==> src/rtl/uart_pkg.sv <==
// Shared UART defaults: baud generator widths, oversample rate and a divisor record.
package uart_pkg;
  localparam int UART_DIV_W   = 16;
  localparam int UART_FRAC_W  = 4;
  localparam int UART_OS_RATE = 16;

  typedef struct packed {
    logic [UART_DIV_W-1:0]  div_int;
    logic [UART_FRAC_W-1:0] div_frac;
  } baud_div_t;

  // 100 MHz / (16 * 115200) = 54.25 -> 54 + 4/16
  localparam baud_div_t DIV_115200_100MHZ = '{div_int: 16'd54, div_frac: 4'd4};
endpackage

==> src/rtl/uart_frac_accum.sv <==
// Fractional phase accumulator: adds the active fraction once per oversample period
// and reports the carry that stretches the current period by one cycle.
module uart_frac_accum #(
  parameter int FRAC_W = 4
) (
  input  logic              Clk,
  input  logic              reset,
  input  logic              clear,
  input  logic              step,
  input  logic [FRAC_W-1:0] frac_in,
  output logic              carry
);
  logic [FRAC_W-1:0] frac_acc;
  logic [FRAC_W:0]   sum;

  assign sum   = {1'b0, frac_acc} + {1'b0, frac_in};
  assign carry = sum[FRAC_W];

  always_ff @(posedge Clk or posedge reset) begin
    if (reset) begin
      frac_acc <= '0;
    end else if (clear) begin
      frac_acc <= '0;
    end else if (step) begin
      frac_acc <= sum[FRAC_W-1:0];
    end
  end
endmodule

==> src/rtl/uart_frac_baud_gen.sv <==
// Fractional baud-rate generator: oversample strobe, bit strobe and 50% baud square wave,
// with a shadowed divisor that only switches at an oversample boundary.
module uart_frac_baud_gen
  import uart_pkg::*;
#(
  parameter int DIV_W   = UART_DIV_W,
  parameter int FRAC_W  = UART_FRAC_W,
  parameter int OS_RATE = UART_OS_RATE
) (
  input  logic              Clk,
  input  logic              reset,
  input  logic              enable,
  input  logic [DIV_W-1:0]  div_int,
  input  logic [FRAC_W-1:0] div_frac,
  input  logic              div_load,
  output logic              tick_os,
  output logic              tick_baud,
  output logic              baud_out,
  output logic              cfg_err
);
  localparam int OS_W = (OS_RATE > 2) ? $clog2(OS_RATE) : 1;
  localparam logic [OS_W-1:0] OS_LAST = OS_W'(OS_RATE - 1);
  localparam logic [OS_W-1:0] OS_HALF = OS_W'(OS_RATE / 2 - 1);

  logic [DIV_W-1:0]  shadow_int, active_int;
  logic [FRAC_W-1:0] shadow_frac, active_frac;
  logic [DIV_W:0]    cnt, last_cnt;
  logic [OS_W-1:0]   os_cnt;
  logic              carry, stalled, wrap;

  assign stalled  = (active_int == '0);
  assign cfg_err  = stalled;
  // Period is active_int + carry cycles, so its last count is active_int - 1 + carry.
  assign last_cnt = {1'b0, active_int} - {{DIV_W{1'b0}}, ~carry};
  assign wrap     = enable && !stalled && (cnt == last_cnt);

  uart_frac_accum #(.FRAC_W(FRAC_W)) u_accum (
    .Clk     (Clk),
    .reset   (reset),
    .clear   (!enable),
    .step    (wrap),
    .frac_in (active_frac),
    .carry   (carry)
  );

  always_ff @(posedge Clk or posedge reset) begin
    if (reset) begin
      shadow_int  <= DIV_W'(1);
      shadow_frac <= '0;
    end else if (div_load) begin
      shadow_int  <= div_int;
      shadow_frac <= div_frac;
    end
  end

  // Idle or stalled generators have no tick pending, so a load may go straight to active.
  always_ff @(posedge Clk or posedge reset) begin
    if (reset) begin
      active_int  <= DIV_W'(1);
      active_frac <= '0;
    end else if (!enable || stalled) begin
      active_int  <= div_load ? div_int  : shadow_int;
      active_frac <= div_load ? div_frac : shadow_frac;
    end else if (wrap) begin
      active_int  <= shadow_int;
      active_frac <= shadow_frac;
    end
  end

  always_ff @(posedge Clk or posedge reset) begin
    if (reset) begin
      cnt <= '0;
    end else if (!enable || wrap) begin
      cnt <= '0;
    end else if (!stalled) begin
      cnt <= cnt + (DIV_W+1)'(1);
    end
  end

  always_ff @(posedge Clk or posedge reset) begin
    if (reset) begin
      os_cnt    <= '0;
      tick_os   <= 1'b0;
      tick_baud <= 1'b0;
      baud_out  <= 1'b0;
    end else if (!enable) begin
      os_cnt    <= '0;
      tick_os   <= 1'b0;
      tick_baud <= 1'b0;
      baud_out  <= 1'b0;
    end else begin
      tick_os   <= wrap;
      tick_baud <= wrap && (os_cnt == OS_LAST);
      if (wrap) begin
        os_cnt <= (os_cnt == OS_LAST) ? '0 : os_cnt + OS_W'(1);
        if (os_cnt == OS_LAST || os_cnt == OS_HALF) begin
          baud_out <= ~baud_out;
        end
      end
    end
  end
endmodule

==> config.mk <==
export PLATFORM = sky130hd
export DESIGN_NAME = uart_frac_baud_gen
export DESIGN_NICKNAME = d
export VERILOG_FILES = /design/src/rtl/uart_pkg.sv /design/src/rtl/uart_frac_accum.sv /design/src/rtl/uart_frac_baud_gen.sv
export SDC_FILE = /design/constraint.sdc
export NUM_CORES = 1
export LEC_CHECK = 0
export CORE_UTILIZATION = 33
export CTS_CLUSTER_SIZE = 10
export DETAILED_ROUTE_END_ITERATION = 12
export SLEW_MARGIN = 20
export SYNTH_ARGS = -nofsm -noshare
export SYNTH_HDL_FRONTEND = slang
export SYNTH_SLANG_ARGS = --single-unit
==> constraint.sdc <==
create_clock -name Clk -period 5.4 [get_ports Clk]
set_input_delay 1.35 -clock Clk [delete_from_list [all_inputs] [get_ports Clk]]
set_output_delay 1.35 -clock Clk [all_outputs]
set_load 0.05 [all_outputs]
==> impl_metrics.env <==
export IMPL_grt_ovfl_total=0
export IMPL_maxCapViolCount=0
export IMPL_setup_tns_ns=0
export IMPL_hold_buffers=0
export IMPL_grt_pass1_vias=2755
export IMPL_io_buffers=27
export IMPL_synth_area_top_cells="dfrtp_1, mux2_2, o221a_2, xnor2_1, xor2_1"
export IMPL_die_h_um=109
export IMPL_start_util=0.344
export IMPL_cp_required_ns=5.65
export IMPL_synth_distinct_cells=51
export IMPL_worstHoldPathType="flop to flop"
export IMPL_grt_start_max_net_pins=40
export IMPL_final_cell_mix="dfrtp_1, clkdlybuf4s50_1, nand2_1"
export IMPL_peakVddDrop_uv=161
export IMPL_root_buffer="clkbuf_16"
export IMPL_design_core_area_mm2=0.0110
export IMPL_wl_per_cell_um=15.6
export IMPL_cts_resized=0
export IMPL_dr_first_iter_drc_count=107
export IMPL_critPathSlowestCell="nor4_4"
export IMPL_grt_pass1_wl_um=13700
export IMPL_fmax_mhz=226
export IMPL_final_antenna_net_count=0
export IMPL_synth_flop_cell="dfrtp_1"
export IMPL_drc=0
export IMPL_hold_viol_final=0
export IMPL_pre_cts_slack_ns=0.951
export IMPL_fin_crit_sh=0.820
export IMPL_ys_ff_latch=68
export IMPL_maxSlewViolCount=0
export IMPL_slew_headroom=0.391
export IMPL_ys_seq_area_frac=0.450
export IMPL_use_met2=0.243
export IMPL_synth_warnings=0
export IMPL_gp_congestion=0.854
export IMPL_drt_wl_total_um=8090
export IMPL_cp_arrival_ns=4.68
export IMPL_worst_path_buf_inv=0
export IMPL_grt_util_met3=0.0269
export IMPL_power_density_mw_per_mm2=298
export IMPL_async_flop_share=1.00
export IMPL_timing_final_ws_setup_ns=0.972
export IMPL_grtUsageMet1=0.201
export IMPL_fp_dieW_um=109
export IMPL_drive_above_1_share=0.248
export IMPL_path_cells="ha_1 > fa_1 > a21o_1 > a21oi_1 > ha_1 > ha_1 > nor3b_2 > a21oi_1 > or4b_4 > nor4_4 > nand3_4 > nor4_4 > mux2i_1"
export IMPL_synth_area_mm2=0.00378
export IMPL_grt_total_usage=0.151
export IMPL_synth_net_count=378
export IMPL_dp_hpwl_um=5770
export IMPL_path_class="flop to flop"
export IMPL_leakagePower_nw=1.80
export IMPL_critPathCaptureType="flop"
export IMPL_rrSetupSlack_ns=0.97
export IMPL_ioPinCount=28
export IMPL_crit_family="simple AND/OR/NAND/NOR gates"
export IMPL_cts_tree="done"
export IMPL_num_rows=38
export IMPL_synth_edf_count=0
export IMPL_syn_inst=345
export IMPL_die_area_mm2=0.0119
export IMPL_synthToLayoutAreaGrowth_pct=19.5
export IMPL_clk_pin_slew_ns=0.06
export IMPL_setup_viol=0
export IMPL_synth_avg_cell_area_um2=11.0
export IMPL_rsz0062_at_grt="false"
export IMPL_synth_top_area_share=0.437
export IMPL_fin_skew_ns=0.00891
export IMPL_cts_setup_buffers=0
export IMPL_finalNetCount=407
export IMPL_worstSkewPairLatency_ns=0.33
export IMPL_slowest_delay_ns=0.71
export IMPL_crit_top_cell="ha_1"
export IMPL_clock_path_buffers=2
export IMPL_h_tree_depth=3
export IMPL_final_common_cell="dfrtp_1"
export IMPL_cts_buffers=9
export IMPL_period_needed_ns=4.43
export IMPL_drt_pre_antenna_iters=4
export IMPL_status="finished, final reports clean"
export IMPL_viasPerCell=5.24
export IMPL_yosysTopAreaCell="dfrtp_1"
export IMPL_vias=2720
export IMPL_critPathLaunchType="flop"
export IMPL_busiest_layer="met2"
export IMPL_diodes=0
export IMPL_tightestPinTransition_ns=0.907
export IMPL_antenna_found_initial=0
export IMPL_cts_sinks=68
export IMPL_worstPathMaxFanout=10
[state kept, by name (all words and copies together), names as in the netlist]
| signal | cells |
|---|---|
| os_cnt | 4 |
| tick_baud | 1 |
| shadow_int | 16 |
| baud_out | 1 |
| active_frac | 4 |
| cnt | 17 |
| tick_os | 1 |
| active_int | 16 |
| u_accum.frac_acc | 4 |
| shadow_frac | 4 |
[per-layer routing]
metal	vias up	part of all wire
li1	1308	-
met1	1344	0.49
met2	52	0.45
met3	16	0.038
met4	0	0.020
met5	-	0
[logic make-up (layout without fill, tap and decap cells)]
kind of cell / count (synthesis) / count (layout) / share of synthesized area
simple gates: 136 / 136 / 0.218
xor+xnor: 37 / 37 / 0.0876
mux: 28 / 28 / 0.0807
fa+ha+maj: 9 / 9 / 0.0317
flops: 68 / 68 / 0.450
buf+inv: 19 / 53 / 0.0195
compound gates: 48 / 48 / 0.112
[worst paths after layout]
check	startpoint	end	cells after the start
min in group asynchronous	reset	shadow_int[15]$_DFF_PP0_	2
worst max-delay path	active_frac[0]$_DFFE_PP0P_	u_accum.frac_acc[0]$_DFFE_PP0P_	13
worst max register to register	active_frac[0]$_DFFE_PP0P_	u_accum.frac_acc[0]$_DFFE_PP0P_	13
worst min-delay path	shadow_int[4]$_DFF_PP0_	shadow_int[4]$_DFF_PP0_	1
max in group asynchronous	reset	baud_out$_DFFE_PP0P_	3
worst min register to register	shadow_int[4]$_DFF_PP0_	shadow_int[4]$_DFF_PP0_	1
[layout make-up]
cell class | instances | area (µm²)
multi-input combinational | 258 | 2010
tap | 140 | 175
sequential | 68 | 1700
timing repair buffer | 32 | 308
fill | 1056 | 6460
clock inverter | 4 | 47.5
clock buffer | 12 | 256
inverter | 5 | 18.8
[cell usage after synthesis (2+ instances only)]
library cell / n
dfrtp_1: 66
nand2_1: 26
or2_2: 22
mux2_2: 20
nand3_1: 20
o221a_2: 20
xnor2_1: 20
xor2_1: 16
and2_1: 10
clkbuf_1: 10
ha_1: 8
mux2i_1: 8
nor2_1: 8
nor2b_1: 8
nor3_1: 8
and3_1: 5
inv_1: 5
nand2b_1: 5
o21ai_0: 5
a21oi_1: 4
nor4_1: 3
nor4_4: 3
nor4b_1: 3
o22ai_1: 3
or3_1: 3
or4_1: 3
a211oi_1: 2
a21o_1: 2
buf_1: 2
buf_2: 2
dfstp_2: 2
nand3b_1: 2
nand4_1: 2
o31ai_1: 2
[where the power goes]
part / switching (mW) / internal [mW]
registers: 0.0403 / 0.547
clock network: 0.215 / 0.381
logic: 0.0748 / 0.0877
[per-stage QoR]
| step | utilization | total power, mW | cells | area (µm²) | hold WS [ns] |
|---|---|---|---|---|---|
| 6_report | 0.412 | 1.35 | 519 | 4520 | 0.506 |
| 5_1_grt | 0.412 | 1.40 | 519 | 4520 | 0.524 |
| 4_1_cts | 0.412 | 1.36 | 519 | 4520 | 0.512 |
| 3_5_place_dp | 0.384 | 0.760 | 503 | 4220 | 0.499 |
| 3_3_place_gp | 0.384 | 0.754 | 503 | 4220 | 0.490 |
| 2_1_floorplan | - | 0.705 | 345 | 3780 | 0.481 |
Note: power is estimated with default switching activity, not from simulation.
